<file path="config.mk">
export PLATFORM = sky130hd
export DESIGN_NAME = conv_compute
export DESIGN_NICKNAME = d
export VERILOG_FILES = /design/src/rtl/conv_pkg.sv /design/src/rtl/conv_mac.sv /design/src/rtl/conv_compute.sv
export SDC_FILE = /design/constraint.sdc
export NUM_CORES = 2
export LEC_CHECK = 0
export CAP_MARGIN = 20
export CORE_MARGIN = 1.5
export CORE_UTILIZATION = 55
export DETAILED_ROUTE_END_ITERATION = 6
export GPL_TIMING_DRIVEN = 0
export PLACE_DENSITY = 0.74
export SETUP_SLACK_MARGIN = 0.02
export SYNTH_ARGS = -nofsm -noshare
export SYNTH_HDL_FRONTEND = slang
export SYNTH_SLANG_ARGS = --single-unit
</file>
<file path="constraint.sdc">
create_clock -name clk -period 17.1 [get_ports clk]
set_input_delay 4.275 -clock clk [delete_from_list [all_inputs] [get_ports clk]]
set_output_delay 4.275 -clock clk [all_outputs]
set_load 0.01 [all_outputs]
</file>
<file path="src/rtl/conv_pkg.sv">
// conv_pkg: shared types and width helpers for the convolution engine.
//   state_t          : FSM state encoding of conv_compute
//   calc_outw        : accumulator/result width, 2*INW + log2(MAXK*MAXK) guard bits
//   calc_k_bits      : width of the K port (must hold 0..MAXK)
//   calc_x_addr_bits : X memory address width for an R x C input
//   calc_w_addr_bits : W memory address width for a MAXK x MAXK kernel
package conv_pkg;

   typedef enum logic [2:0] {
      S_IDLE,
      S_MAC,
      S_DRAIN,
      S_OUT,
      S_DONE,
      S_RELEASE
   } state_t;

   function automatic int calc_outw(input int inw, input int maxk);
      return 2 * inw + $clog2(maxk * maxk);
   endfunction

   function automatic int calc_k_bits(input int maxk);
      return $clog2(maxk + 1);
   endfunction

   function automatic int calc_x_addr_bits(input int r, input int c);
      return $clog2(r * c);
   endfunction

   function automatic int calc_w_addr_bits(input int maxk);
      return $clog2(maxk * maxk);
   endfunction

endpackage

</file>
<file path="src/rtl/conv_mac.sv">
// conv_mac: registered signed multiplier followed by an accumulator.
//   clk, reset : clock, synchronous active-high reset
//   load_bias  : preload acc with sign-extended bias (start of a pixel)
//   bias       : signed bias, INW bits
//   en         : a/b carry a valid tap this cycle
//   a, b       : signed operands, INW bits
//   acc        : signed running sum, OUTW bits
// The product lands one cycle after en and is added the cycle after that.
module conv_mac #(
   parameter int INW  = 24,
   parameter int OUTW = 52
) (
   input  logic                   clk,
   input  logic                   reset,
   input  logic                   load_bias,
   input  logic signed [INW-1:0]  bias,
   input  logic                   en,
   input  logic signed [INW-1:0]  a,
   input  logic signed [INW-1:0]  b,
   output logic signed [OUTW-1:0] acc
);

   localparam int PW = 2 * INW;

   logic signed [PW-1:0] prod;
   logic                 prod_v;

   // NOTE: state is updated with non-blocking assignments so every register
   // samples the values from before the edge, regardless of statement order.
   always_ff @(posedge clk) begin
      if (reset) begin
         prod   <= '0;
         prod_v <= 1'b0;
         acc    <= '0;
      end else begin
         prod_v <= en;
         if (en)
            prod <= PW'(a) * PW'(b);
         // load_bias only occurs between pixels, when no product is in flight
         if (load_bias)
            acc <= {{(OUTW-INW){bias[INW-1]}}, bias};
         else if (prod_v)
            acc <= acc + {{(OUTW-PW){prod[PW-1]}}, prod};
      end
   end

endmodule

</file>
<file path="src/rtl/conv_compute.sv">
// conv_compute: walks every valid output position of a KxK convolution over
// an R x C input held in synchronous-read memories, one tap per cycle, and
// streams results row-major on an AXI-Stream master.
//   clk, reset        : clock, synchronous active-high reset
//   inputs_loaded     : memories hold valid X, W, K, B
//   K, B              : kernel size and signed bias (latched at start)
//   X_read_addr/X_data: X memory port, data one cycle after address
//   W_read_addr/W_data: W memory port, data one cycle after address
//   compute_finished  : one-cycle pulse after the last result is accepted
//   AXIS_TDATA/TVALID/TREADY : result stream
module conv_compute
   import conv_pkg::*;
#(
   parameter  int INW         = 24,
   parameter  int R           = 9,
   parameter  int C           = 8,
   parameter  int MAXK        = 4,
   localparam int OUTW        = calc_outw(INW, MAXK),
   localparam int K_BITS      = calc_k_bits(MAXK),
   localparam int X_ADDR_BITS = calc_x_addr_bits(R, C),
   localparam int W_ADDR_BITS = calc_w_addr_bits(MAXK)
) (
   input  logic                   clk,
   input  logic                   reset,
   input  logic                   inputs_loaded,
   input  logic [K_BITS-1:0]      K,
   input  logic [INW-1:0]         B,
   output logic [X_ADDR_BITS-1:0] X_read_addr,
   input  logic [INW-1:0]         X_data,
   output logic [W_ADDR_BITS-1:0] W_read_addr,
   input  logic [INW-1:0]         W_data,
   output logic                   compute_finished,
   output logic [OUTW-1:0]        AXIS_TDATA,
   output logic                   AXIS_TVALID,
   input  logic                   AXIS_TREADY
);

   localparam int ROW_BITS = $clog2(R);
   localparam int COL_BITS = $clog2(C);

   state_t              state;
   logic [K_BITS-1:0]   k_r;
   logic [INW-1:0]      b_r;
   logic [ROW_BITS-1:0] out_r;
   logic [COL_BITS-1:0] out_c;
   logic [K_BITS-1:0]   tap_i;
   logic [K_BITS-1:0]   tap_j;
   logic                drain_cnt;
   logic                tap_v;

   logic                k_ok;
   logic [K_BITS-1:0]   k_last;
   logic                last_col;
   logic                last_row;
   logic                handshake;
   logic                start;
   logic                mac_load;
   logic [INW-1:0]      mac_bias;
   logic signed [OUTW-1:0] acc;

   // K is checked on the port in IDLE, the same cycle it is latched
   assign k_ok      = (K != '0) && (int'(K) <= R) && (int'(K) <= C);
   assign k_last    = k_r - K_BITS'(1);
   assign last_col  = int'(out_c) == C - int'(k_r);
   assign last_row  = int'(out_r) == R - int'(k_r);
   assign handshake = (state == S_OUT) && AXIS_TVALID && AXIS_TREADY;
   assign start     = (state == S_IDLE) && inputs_loaded && k_ok;

   // Bias is preloaded on the edge that enters MAC for each pixel
   assign mac_load  = start || (handshake && !(last_col && last_row));
   assign mac_bias  = (state == S_IDLE) ? B : b_r;

   // Addresses follow the tap counters, which are registered
   assign X_read_addr = X_ADDR_BITS'((int'(out_r) + int'(tap_i)) * C
                                     + int'(out_c) + int'(tap_j));
   assign W_read_addr = W_ADDR_BITS'(int'(tap_i) * int'(k_r) + int'(tap_j));

   assign AXIS_TDATA  = acc;

   always_ff @(posedge clk) begin
      if (reset) begin
         state            <= S_IDLE;
         k_r              <= '0;
         b_r              <= '0;
         out_r            <= '0;
         out_c            <= '0;
         tap_i            <= '0;
         tap_j            <= '0;
         drain_cnt        <= 1'b0;
         tap_v            <= 1'b0;
         AXIS_TVALID      <= 1'b0;
         compute_finished <= 1'b0;
      end else begin
         compute_finished <= 1'b0;
         tap_v            <= 1'b0;
         case (state)
            S_IDLE: begin
               if (inputs_loaded) begin
                  k_r   <= K;
                  b_r   <= B;
                  out_r <= '0;
                  out_c <= '0;
                  tap_i <= '0;
                  tap_j <= '0;
                  if (k_ok) begin
                     state <= S_MAC;
                  end else begin
                     state            <= S_DONE;
                     compute_finished <= 1'b1;
                  end
               end
            end
            S_MAC: begin
               // the tap addressed this cycle has data next cycle
               tap_v <= 1'b1;
               if (tap_j == k_last) begin
                  tap_j <= '0;
                  if (tap_i == k_last) begin
                     tap_i <= '0;
                     state <= S_DRAIN;
                  end else begin
                     tap_i <= tap_i + 1'b1;
                  end
               end else begin
                  tap_j <= tap_j + 1'b1;
               end
            end
            S_DRAIN: begin
               // two cycles: last data -> product -> accumulate
               if (drain_cnt) begin
                  drain_cnt   <= 1'b0;
                  AXIS_TVALID <= 1'b1;
                  state       <= S_OUT;
               end else begin
                  drain_cnt <= 1'b1;
               end
            end
            S_OUT: begin
               if (AXIS_TREADY) begin
                  AXIS_TVALID <= 1'b0;
                  if (last_col && last_row) begin
                     state            <= S_DONE;
                     compute_finished <= 1'b1;
                  end else begin
                     state <= S_MAC;
                     if (last_col) begin
                        out_c <= '0;
                        out_r <= out_r + 1'b1;
                     end else begin
                        out_c <= out_c + 1'b1;
                     end
                  end
               end
            end
            S_DONE: begin
               state <= S_RELEASE;
            end
            S_RELEASE: begin
               // a stale inputs_loaded must not start a second run
               if (!inputs_loaded)
                  state <= S_IDLE;
            end
            default: state <= S_IDLE;
         endcase
      end
   end

   conv_mac #(
      .INW  (INW),
      .OUTW (OUTW)
   ) u_mac (
      .clk       (clk),
      .reset     (reset),
      .load_bias (mac_load),
      .bias      ($signed(mac_bias)),
      .en        (tap_v),
      .a         ($signed(X_data)),
      .b         ($signed(W_data)),
      .acc       (acc)
   );

endmodule

</file>
==> qor.yml <==
antenna_left: 0
required_ns: 17.42
grt_use_total: 0.327
io_pins: 144
gp_congestion: 1.00
h-tree-depth: 4
yosys_warnings: 0
maxSlewViolCount: 0
cts_max_path_buffers: 2
multi_input_area_mm2: 0.0243
drc_errors: 0
hold_path.class: "flip-flop to flip-flop"
synth-edff-count: 0
crit_top_cell: "fa_1"
rsz0062_at_grt: "false"
finalCritPeriodShare: 0.732
maxSlewHeadroom: 0.351
crit_chain: "clkdlybuf4s50_1, clkbuf_1, nand2_1, inv_1, fa_1, fa_1, inv_1, fa_1, inv_1, fa_1, fa_1, fa_1, fa_1, ha_1, clkbuf_1, nand4_1, or3_1, o21ai_1, a31oi_1, o21ai_0, xor2_1, a22o_1"
slowest_delay_ns: 0.75
die-area_mm2: 0.0561
path_buf_inv: 6
hold_viol_final: 0
fin_cells: 4242
fin_worst_skew_ns: 0.0114
cts_made_buffers: 17
wirelength_um: 90100
wire_per_inst_um: 21.2
async_flop_share: 0
ys_seq_elements: 148
tns_ns: 0
clock.fmax_mhz: 79.9
place_inst: 4211
post_route_cells_drive_above_1_share: 0.0166
nets: 4429
hold_buffers: 0
viasPerCell: 5.80
seqCellArea_mm2: 0.00296
critPathKind: "input pin to flip-flop"
cts_tree: "done"
run_status: "finished, final reports clean"
hpwl_um: 75100
slowest_stage: "clkdlybuf4s50_1"
crit_path_max_fanout: 10
gr-total-overflow: 0
portBuffers: 142
cts_resized: 0
clock_latency_ns: 0.43
syn_avg_cell_area_um2: 8.92
clk_pin_slew_ns: 0.06
arrival_ns: 12.83
grt_max_degree: 17
clkSinkCount: 148
nFillCells: 4717
synth_ff_type: "dfxtp_1"
maxCapViolCount: 0
die_w_um: 237
cp_top_family: "adder cells"
tightest_slew_ns: 0.973
seq_area_frac_synth: 0.0985
area_growth_pct: 9.81
start_util: 0.558
antenna_found_initial: 2
first_pass_iters: 6
core_area_mm2: 0.0539
yosysUniqueCellTypes: 74
end_kind: "flip-flop"
syn_inst: 3373
grt_first_pass_wirelength_um: 139000
syn_area_mm2: 0.0301
synth.net_count: 4268
finalSetupViolCount: 0
start_kind: "input pin"
grt_pass1_vias: 24807
placementRows: 85
cts_root_buffer: "clkbuf_16"
drtIter0Drc: 2241
cts_setup_buffers: 0
period_needed_ns: 12.51
die_h_um: 237
vias: 24597
## synth_stat cells (all sizes together), types with 9 or more instances
cell,n,area share
nor2b,22,0.0046
nor2,154,0.019
o211ai,10,0.0027
buf,13,0.0019
o21a,9,0.0022
ha,203,0.084
nor3,39,0.0067
nand2b,15,0.0031
a31oi,18,0.0039
a211oi,41,0.010
fa,613,0.41
dfxtp,148,0.098
a21o,53,0.013
clkbuf,149,0.019
inv,596,0.074
o21ai,67,0.011
and2,279,0.058
xor2,50,0.015
a221oi,11,0.0034
nand2,429,0.054
nand4,12,0.0025
nand3,24,0.0040
xnor2,71,0.021
mux2i,60,0.020
o21bai,12,0.0030
a21oi,169,0.029
and3,15,0.0031
## stage by stage
stage | setup WS, ns | hold WS (ns) | cell area, µm² | utilization
final | 4.59 | 0.454 | 33000 | 0.613
after global routing | 4.26 | 0.467 | 33000 | 0.613
after CTS | 4.72 | 0.454 | 33000 | 0.613
after detailed placement | 4.30 | 0.444 | 32400 | 0.601
after global placement | 4.46 | 0.440 | 32400 | 0.601
after floorplan | 6.27 | 0.432 | 30100 | -
## layout make-up
type | instances | area share
Multi-Input combinational cell | 2466 | 0.734
Sequential cell | 148 | 0.0897
Inverter | 597 | 0.0678
Timing Repair Buffer | 142 | 0.0430
Tap cell | 696 | 0.0264
Buffer | 162 | 0.0187
Clock buffer | 17 | 0.0129
Clock inverter | 13 | 0.00704
Antenna cell | 1 | 0.0000757
## per-layer routing
layer  global-route usage  wire length, µm  up-vias
li1                     -                -    10823
met1                0.435            35100    12283
met2                0.526            42100     1196
met3               0.0490             8070      293
met4                0.156             4870        2
met5                    0               13        -
## logic make-up after synthesis
kind of cell | after synthesis | synth area share
and+or+nand+nor | 1019 | 0.162
adders and majority gates | 816 | 0.492
buffers and inverters | 759 | 0.0950
AOI/OAI and AO/OA | 449 | 0.0970
DFF | 148 | 0.0985
xor gates and xnor gates | 121 | 0.0352
muxes | 61 | 0.0203
## sequential cells by signal, summed over array words and instances, names as in the netlist, 4 cells and up
name and count:
out_r 4, b_r 24, u_mac.acc 52, u_mac.prod 48
## tightest hold or removal path: stages (launching register included)
cell     delay [ns]
dfxtp_1        0.31
nand2_1        0.05
a21oi_1        0.05
## final timing paths
| path | from | to | slack [ns] | depth (start not counted) |
|---|---|---|---|---|
| max | X_data[23] | u_mac.prod[46]$_SDFFE_PP0P_ | 4.59 | 22 |
| min | b_r[17]$_SDFFE_PP0P_ | b_r[17]$_SDFFE_PP0P_ | 0.45 | 2 |
| max reg2reg | k_r[0]$_SDFFE_PP0P_ | u_mac.acc[49]$_SDFFE_PP0P_ | 13.28 | 11 |
| min reg2reg | b_r[17]$_SDFFE_PP0P_ | b_r[17]$_SDFFE_PP0P_ | 0.45 | 2 |
## layout by cell type, fill, tap and decap left out, types with 4 or more instances in the layout
cell,instances
o21bai_1,12
dfxtp_1,148
fa_1,613
a211oi_1,41
a21oi_1,167
o21a_1,9
a221o_1,4
nand2b_1,15
o211ai_1,9
clkdlybuf4s50_1,142
a221oi_1,10
nor3b_1,4
a311oi_1,5
or3_1,6
nand2_1,429
a31oi_1,17
nor4_1,7
clkbuf_16,17
mux2i_1,60
or2_2,4
nor2_1,154
nor3_1,38
xor2_1,50
a31o_2,4
and3_1,15
buf_1,6
nand4_1,12
xnor2_1,71
clkbuf_1,149
a21o_1,53
inv_1,596
nor2b_1,22
nand3_1,24
buf_2,7
and2_1,279
bufinv_16,6
o21ai_0,64
o31ai_1,6
ha_1,203
Power is left out: the tool's default activity adds up to more than one toggle a clock period on the data nets, which glitch-free logic cannot reach.
